<file path="config.mk">
export PLATFORM = sky130hd
export DESIGN_NAME = final_stage
export DESIGN_NICKNAME = d
export VERILOG_FILES = /design/src/rtl/final_stage_pkg.sv /design/src/rtl/final_stage_seqcnt.sv /design/src/rtl/final_stage.sv
export SDC_FILE = /design/constraint.sdc
export NUM_CORES = 1
export LEC_CHECK = 0
export ABC_CLOCK_PERIOD_IN_PS = 5090
export BUFFER_PORTS_ARGS = -buffer_cell sky130_fd_sc_hd__buf_2
export CELL_PAD_IN_SITES_DETAIL_PLACEMENT = 0
export CELL_PAD_IN_SITES_GLOBAL_PLACEMENT = 1
export CORE_MARGIN = 3
export CORE_UTILIZATION = 40
export CTS_CLUSTER_DIAMETER = 200
export DETAILED_ROUTE_END_ITERATION = 12
export GPL_TIMING_DRIVEN = 0
export PLACE_DENSITY = 0.79
export SYNTH_ARGS = -nofsm -noshare
export SYNTH_HDL_FRONTEND = slang
export SYNTH_SLANG_ARGS = --single-unit
</file>
<file path="constraint.sdc">
create_clock -name CLK -period 5.09 [get_ports CLK]
set_clock_uncertainty 0.05 [all_clocks]
set_input_delay 0.2545 -clock CLK [delete_from_list [all_inputs] [get_ports CLK]]
set_output_delay 0.2545 -clock CLK [all_outputs]
set_load 0.05 [all_outputs]
</file>
<file path="src/rtl/final_stage_pkg.sv">
// Shared types and default constants for the final_stage output-arbitration block.
package final_stage_pkg;

    typedef enum logic {
        RUN  = 1'b0,
        DONE = 1'b1
    } state_t;

    localparam int          NOUT_DEF  = 4;
    localparam int          SEQ_W_DEF = 16;
    localparam logic [31:0] HASH_DEF  = 32'd2954403249;

endpackage

</file>
<file path="src/rtl/final_stage_seqcnt.sv">
// Saturating sequence counter: hands out tags for the combo/seq strobe pair and
// raises a sticky overflow once a request no longer fits in the counter range.
module final_stage_seqcnt #(
    parameter int SEQ_W = 16
) (
    input  logic             CLK,
    input  logic             RST,
    input  logic             enable,
    input  logic             combo_valid,
    input  logic             seq_valid,
    output logic [SEQ_W-1:0] combo_tag,
    output logic [SEQ_W-1:0] seq_tag,
    output logic             accept,
    output logic             overflow
);

    logic [SEQ_W-1:0] cnt;
    logic [SEQ_W:0]   need;
    logic [SEQ_W:0]   room;
    logic             request;

    // NOTE: every signal written here gets a value on all paths, so no latch is inferred.
    always_comb begin
        need      = (SEQ_W+1)'(combo_valid) + (SEQ_W+1)'(seq_valid);
        room      = (SEQ_W+1)'({SEQ_W{1'b1}}) - (SEQ_W+1)'(cnt);
        request   = enable && !overflow && (combo_valid || seq_valid);
        // A dual request with a single tag left does not fit and is dropped whole.
        accept    = request && (need <= room);
        combo_tag = cnt + SEQ_W'(1);
        seq_tag   = combo_valid ? cnt + SEQ_W'(2) : cnt + SEQ_W'(1);
    end

    // NOTE: state registers use non-blocking assignments so all flops update together.
    always_ff @(posedge CLK or posedge RST) begin
        if (RST) begin
            cnt      <= '0;
            overflow <= 1'b0;
        end else if (accept) begin
            cnt <= cnt + need[SEQ_W-1:0];
        end else if (request) begin
            overflow <= 1'b1;
        end
    end

endmodule

</file>
<file path="src/rtl/final_stage.sv">
// Output-arbitration / end-of-run stage: the most recently tagged source drives DATA_OUT.
// Optional power-on hash check enabled by defining FINAL_STAGE_HASH_CHECK_EN.
module final_stage
    import final_stage_pkg::*;
#(
    parameter int NOUT  = NOUT_DEF,
    parameter int SEQ_W = SEQ_W_DEF
`ifdef FINAL_STAGE_HASH_CHECK_EN
    ,
    parameter logic [31:0] HASH = HASH_DEF
`endif
) (
    input  logic             CLK,
    input  logic             RST,
    input  logic             COMBO_VALID,
    input  logic [NOUT-1:0]  COMBO_DATA,
    input  logic             SEQ_VALID,
    input  logic [NOUT-1:0]  SEQ_DATA,
    input  logic             FINAL_REQ,
`ifdef FINAL_STAGE_HASH_CHECK_EN
    input  logic [31:0]      HASH_IN,
    output logic             HASH_ERR,
`endif
    output logic [NOUT-1:0]  DATA_OUT,
    output logic             SRC_SEQ,
    output logic [SEQ_W-1:0] LAST_COMBO_SEQNUM,
    output logic [SEQ_W-1:0] LAST_SEQ_SEQNUM,
    output logic             OVERFLOW,
    output logic             FINAL_DONE
);

    state_t           state;
    state_t           state_next;
    logic [NOUT-1:0]  combo_reg;
    logic [NOUT-1:0]  seq_reg;
    logic [SEQ_W-1:0] combo_tag;
    logic [SEQ_W-1:0] seq_tag;
    logic             accept;
    logic             hash_ok;
    logic             update_en;

`ifdef FINAL_STAGE_HASH_CHECK_EN
    logic hash_checked;
    logic hash_err;

    // The first edge after reset both latches the verdict and gates that edge's updates.
    always_ff @(posedge CLK or posedge RST) begin
        if (RST) begin
            hash_checked <= 1'b0;
            hash_err     <= 1'b0;
        end else if (!hash_checked) begin
            hash_checked <= 1'b1;
            hash_err     <= (HASH_IN != HASH);
        end
    end

    assign hash_ok  = hash_checked ? !hash_err : (HASH_IN == HASH);
    assign HASH_ERR = hash_err;
`else
    assign hash_ok = 1'b1;
`endif

    assign update_en = (state == RUN) && hash_ok;

    final_stage_seqcnt #(
        .SEQ_W(SEQ_W)
    ) u_seqcnt (
        .CLK        (CLK),
        .RST        (RST),
        .enable     (update_en),
        .combo_valid(COMBO_VALID),
        .seq_valid  (SEQ_VALID),
        .combo_tag  (combo_tag),
        .seq_tag    (seq_tag),
        .accept     (accept),
        .overflow   (OVERFLOW)
    );

    always_ff @(posedge CLK or posedge RST) begin
        if (RST) begin
            combo_reg         <= '0;
            seq_reg           <= '0;
            LAST_COMBO_SEQNUM <= '0;
            LAST_SEQ_SEQNUM   <= '0;
        end else if (accept) begin
            if (COMBO_VALID) begin
                combo_reg         <= COMBO_DATA;
                LAST_COMBO_SEQNUM <= combo_tag;
            end
            if (SEQ_VALID) begin
                seq_reg         <= SEQ_DATA;
                LAST_SEQ_SEQNUM <= seq_tag;
            end
        end
    end

    always_ff @(posedge CLK or posedge RST) begin
        if (RST) state <= RUN;
        else     state <= state_next;
    end

    always_comb begin
        state_next = state;
        case (state)
            RUN:     if (FINAL_REQ) state_next = DONE;
            DONE:    state_next = DONE;
            default: state_next = RUN;
        endcase
    end

    // Equal tags (including the all-zero reset state) resolve to the combo source.
    assign SRC_SEQ    = (LAST_SEQ_SEQNUM > LAST_COMBO_SEQNUM);
    assign FINAL_DONE = (state == DONE);

`ifdef FINAL_STAGE_HASH_CHECK_EN
    assign DATA_OUT = hash_err ? '0 : (SRC_SEQ ? seq_reg : combo_reg);
`else
    assign DATA_OUT = SRC_SEQ ? seq_reg : combo_reg;
`endif

endmodule

</file>
==> run_results.csv <==
group,metric,value,unit
pwr,power.density,291,mW/mm^2
place,place_area,0.00382,sq mm
min_path,hold_end,"FINAL_DONE$_DFF_PP0_",
timing,finalHoldViolCount,0,
place,io_buffer_count,51,
setup_path,crit_type,"reg -> out",
drt,first_pass_iters,4,
place,post-place-ws,2.24,ns
pwr,leakagePower,2.02,nW
synthesis,synthMuxAreaShare,0.0524,
clock_tree,clk_pin_slew,0.07,ns
setup_path,r2r_start,"u_seqcnt.cnt[1]$_DFFE_PP0P_",
setup_path,reg2reg_slack,2.56,ns
synthesis,yosysSeqAreaShare,0.425,
grt,grt_pass1_vias,2666,
drt,vias_per_cell,5.04,
cells_and_area,stdcell_area,0.00402,sq mm
cells_and_area,finalNonFillerCells,519,
clock_tree,clkSinkCount,58,
clock_tree,cts_root_buffer,"clkbuf_8",
flow_run,cap_violations,0,
timing,fin_setup_tns,0,ns
synthesis,syn_avg_cell_area,9.89,sq um
timing,post-route-period-util,0.633,
grt,antenna_found_initial,0,
grt,grt_overflow,0,
timing,rsz0062_at_grt,"no",
clock_tree,clk_latency,0.34,ns
setup_path,cp.arrival,2.92,ns
setup_path,ff2ff_path_depth,7,
grt,grt_max_degree,34,
synthesis,yosys.area_share.adder,0.0902,
drt,avgRoutedWirePerCell,15.1,um
timing,max_freq,310,MHz
cells_and_area,fillers,818,
cells_and_area,utilization,0.487,
min_path,min-delay-start,"FINAL_REQ",
timing,worst_pin_slew,0.731,ns
setup_path,worstPathMaxFanout,5,
floorplanning,core_area,0.00826,sq mm
drt,drc,0,
drt,drtIter0Drc,92,
timing,setup_ws,1.87,ns
synthesis,yosys_warnings,0,
setup_path,cp-start-kind,"register",
synthesis,netlist_instances,345,
drt,wl,7840,um
place,dp_cells,502,
timing,finalSetupViolCount,0,
floorplanning,die_area,0.00967,sq mm
synthesis,synth_compound_area_frac,0.107,
clock_tree,cts_buffers,9,
synthesis,ys_ff_latch,58,
place,dp_hpwl,6010,um
drt,vias,2614,
setup_path,reg2reg_to,"u_seqcnt.cnt[8]$_DFFE_PP0P_",
status,outcome,"finished clean",
floorplanning,rows,33,
floorplanning,die_w,98.4,um
synthesis,synth_area,0.00341,sq mm
timing,period_minus_slack,3.22,ns
min_path,hp-class,"in -> reg",
clock_tree,h-tree-depth,3,
cells_and_area,diodes,0,
cells_and_area,area_growth,17.9,%
grt,grt_pass1_wl,13500,um
pwr,ir_worst_vdd,0.113,mV
setup_path,cp-end-kind,"output port",
pwr,power,1.17,mW
setup_path,cp.required,4.79,ns
synthesis,synth_fp_nets,382,
cells_and_area,fin_nets,446,
place,gp_congestion,0.821,
synthesis,synth-xor-area-share,0.105,
cells_and_area,drive_gt1_frac,0.273,
synthesis,yosysUniqueCellTypes,39,
cells_and_area,reg_top3,"LAST_COMBO_SEQNUM x16, LAST_SEQ_SEQNUM x16, u_seqcnt.cnt x16",
floorplanning,initial_core_util,0.413,
timing,hold_slack,0.0420,ns
grt,globalRouteTotalUtil,0.177,
floorplanning,die_h,98.4,um
clock_tree,cts_tree,"yes",
min_path,min_path_cells,2,
timing,relSlewSlack,0.510,
synthesis,synth_top_family_by_area,"simple AND/OR/NAND/NOR gates",
floorplanning,pin_count,52,
synthesis,synthSimpleGateAreaFrac,0.162,
drt,ant_nets,0,
timing,slew_viol_final,0,
clock_tree,clock_tree.buffer_depth,2,
==> layout make-up <==
| type | count | area [sq um] | share of cell area |
|---|---|---|---|
| sequential | 58 | 1450 | 0.361 |
| clock buffer | 11 | 141 | 0.0351 |
| tap | 105 | 131 | 0.0326 |
| clock inverter | 5 | 53.8 | 0.0134 |
| buffer | 18 | 118 | 0.0292 |
| timing repair buffer | 53 | 285 | 0.0709 |
| inverter | 21 | 78.8 | 0.0196 |
| multi-input combinational | 248 | 1760 | 0.438 |
==> synthesized netlist by cell type <==
master    number  area share
o21ai_1        4      0.0059
nor4b_1        1      0.0026
a21oi_2        5       0.013
mux2_2        15       0.050
and3_2         1      0.0022
a31oi_1        1      0.0018
fa_1           1      0.0059
buf_6          3      0.0099
or2_2          2      0.0037
a221oi_1       1      0.0026
and2_1         3      0.0055
clkbuf_1       1      0.0011
o21a_1         1      0.0022
nor2_1        22       0.024
mux2i_1        1      0.0029
inv_1         21       0.023
o311ai_4       2       0.015
nand2b_1       1      0.0018
a21oi_1        6      0.0088
and3_1         1      0.0018
nand3_1        8       0.012
a21o_1         4      0.0088
buf_2         10       0.015
ha_1          23       0.084
nand4b_4       1      0.0070
a2111o_1       1      0.0033
buf_4          4      0.0088
dfrtp_1       58        0.43
xnor2_1       17       0.044
nor3_1         9       0.013
nand4_1        8       0.015
nand2_1       42       0.046
nor4_1         6       0.011
nor3_2         2      0.0059
nor2b_1        3      0.0055
xor2_1        24       0.062
o21ai_0       28       0.041
and4_1         2      0.0051
o211ai_1       2      0.0044
==> cell families after synthesis <==
kind of cell / Yosys count
simple gates: 112
flops: 58
compound gates: 55
xor+xnor: 41
buf+inv: 39
fa+ha+maj: 24
mux: 16
==> cells in the final DEF, fill, tap and decap left out, types with 3 or more instances in the layout <==
| cell type | count |
|---|---|
| a21oi_1 | 6 |
| nand3_1 | 8 |
| o21ai_0 | 28 |
| nor4_1 | 6 |
| buf_6 | 3 |
| nor3_1 | 9 |
| inv_1 | 20 |
| a21oi_2 | 5 |
| xnor2_1 | 17 |
| dfrtp_1 | 58 |
| a21o_1 | 4 |
| buf_4 | 4 |
| nand2_1 | 42 |
| nand4_1 | 8 |
| nor2_1 | 22 |
| and2_1 | 3 |
| xor2_1 | 24 |
| clkinv_2 | 3 |
| o21ai_1 | 4 |
| buf_2 | 61 |
| mux2_2 | 15 |
| ha_1 | 23 |
| nor2b_1 | 3 |
| clkbuf_8 | 10 |
==> report_power, final <==
group,switching (mW),leakage [nW],internal (mW)
Combinational,0.154,1.15,0.0725
Clock,0.189,0.103,0.238
Sequential,0.0270,0.763,0.491
Total,0.370,2.02,0.801
==> how the worst max path moves through the flow <==
stage | cells after the start | slack [ns] | start | to
floorplan | 7 | 1.57 | LAST_COMBO_SEQNUM[1]$_DFFE_PP0P_ | DATA_OUT[0]
detailed placement | 7 | 2.24 | LAST_COMBO_SEQNUM[15]$_DFFE_PP0P_ | DATA_OUT[2]
global route | 8 | 1.70 | LAST_COMBO_SEQNUM[1]$_DFFE_PP0P_ | DATA_OUT[3]
CTS | 7 | 1.87 | LAST_COMBO_SEQNUM[13]$_DFFE_PP0P_ | DATA_OUT[2]
finish | 7 | 1.87 | LAST_COMBO_SEQNUM[15]$_DFFE_PP0P_ | DATA_OUT[2]
global placement | 7 | 2.31 | LAST_COMBO_SEQNUM[15]$_DFFE_PP0P_ | DATA_OUT[1]
==> layer usage <==
metal / wire (um) / global-route usage / share of wire
met1: 3700 / 0.237 / 0.47
met2: 3740 / 0.279 / 0.48
met3: 269 / 0.0336 / 0.034
met4: 129 / 0.0809 / 0.016
met5: 0 / 0 / 0
==> critical path, stage by stage (launching register included) <==
cell and delay [ns]:
dfrtp_1 0.38, inv_1 0.06, ha_1 0.30, nand4_1 0.18, a2111o_1 0.43, a31oi_1 0.61
mux2_2 0.41, buf_2 0.21
==> what timing repair did <==
action                    4_1_cts  5_1_grt
gates resized for setup         0        0
buffers inserted                0        0
hold endpoints to repair       25        0
hold buffers                    1        0
Note: power is estimated with default switching activity, not from simulation.
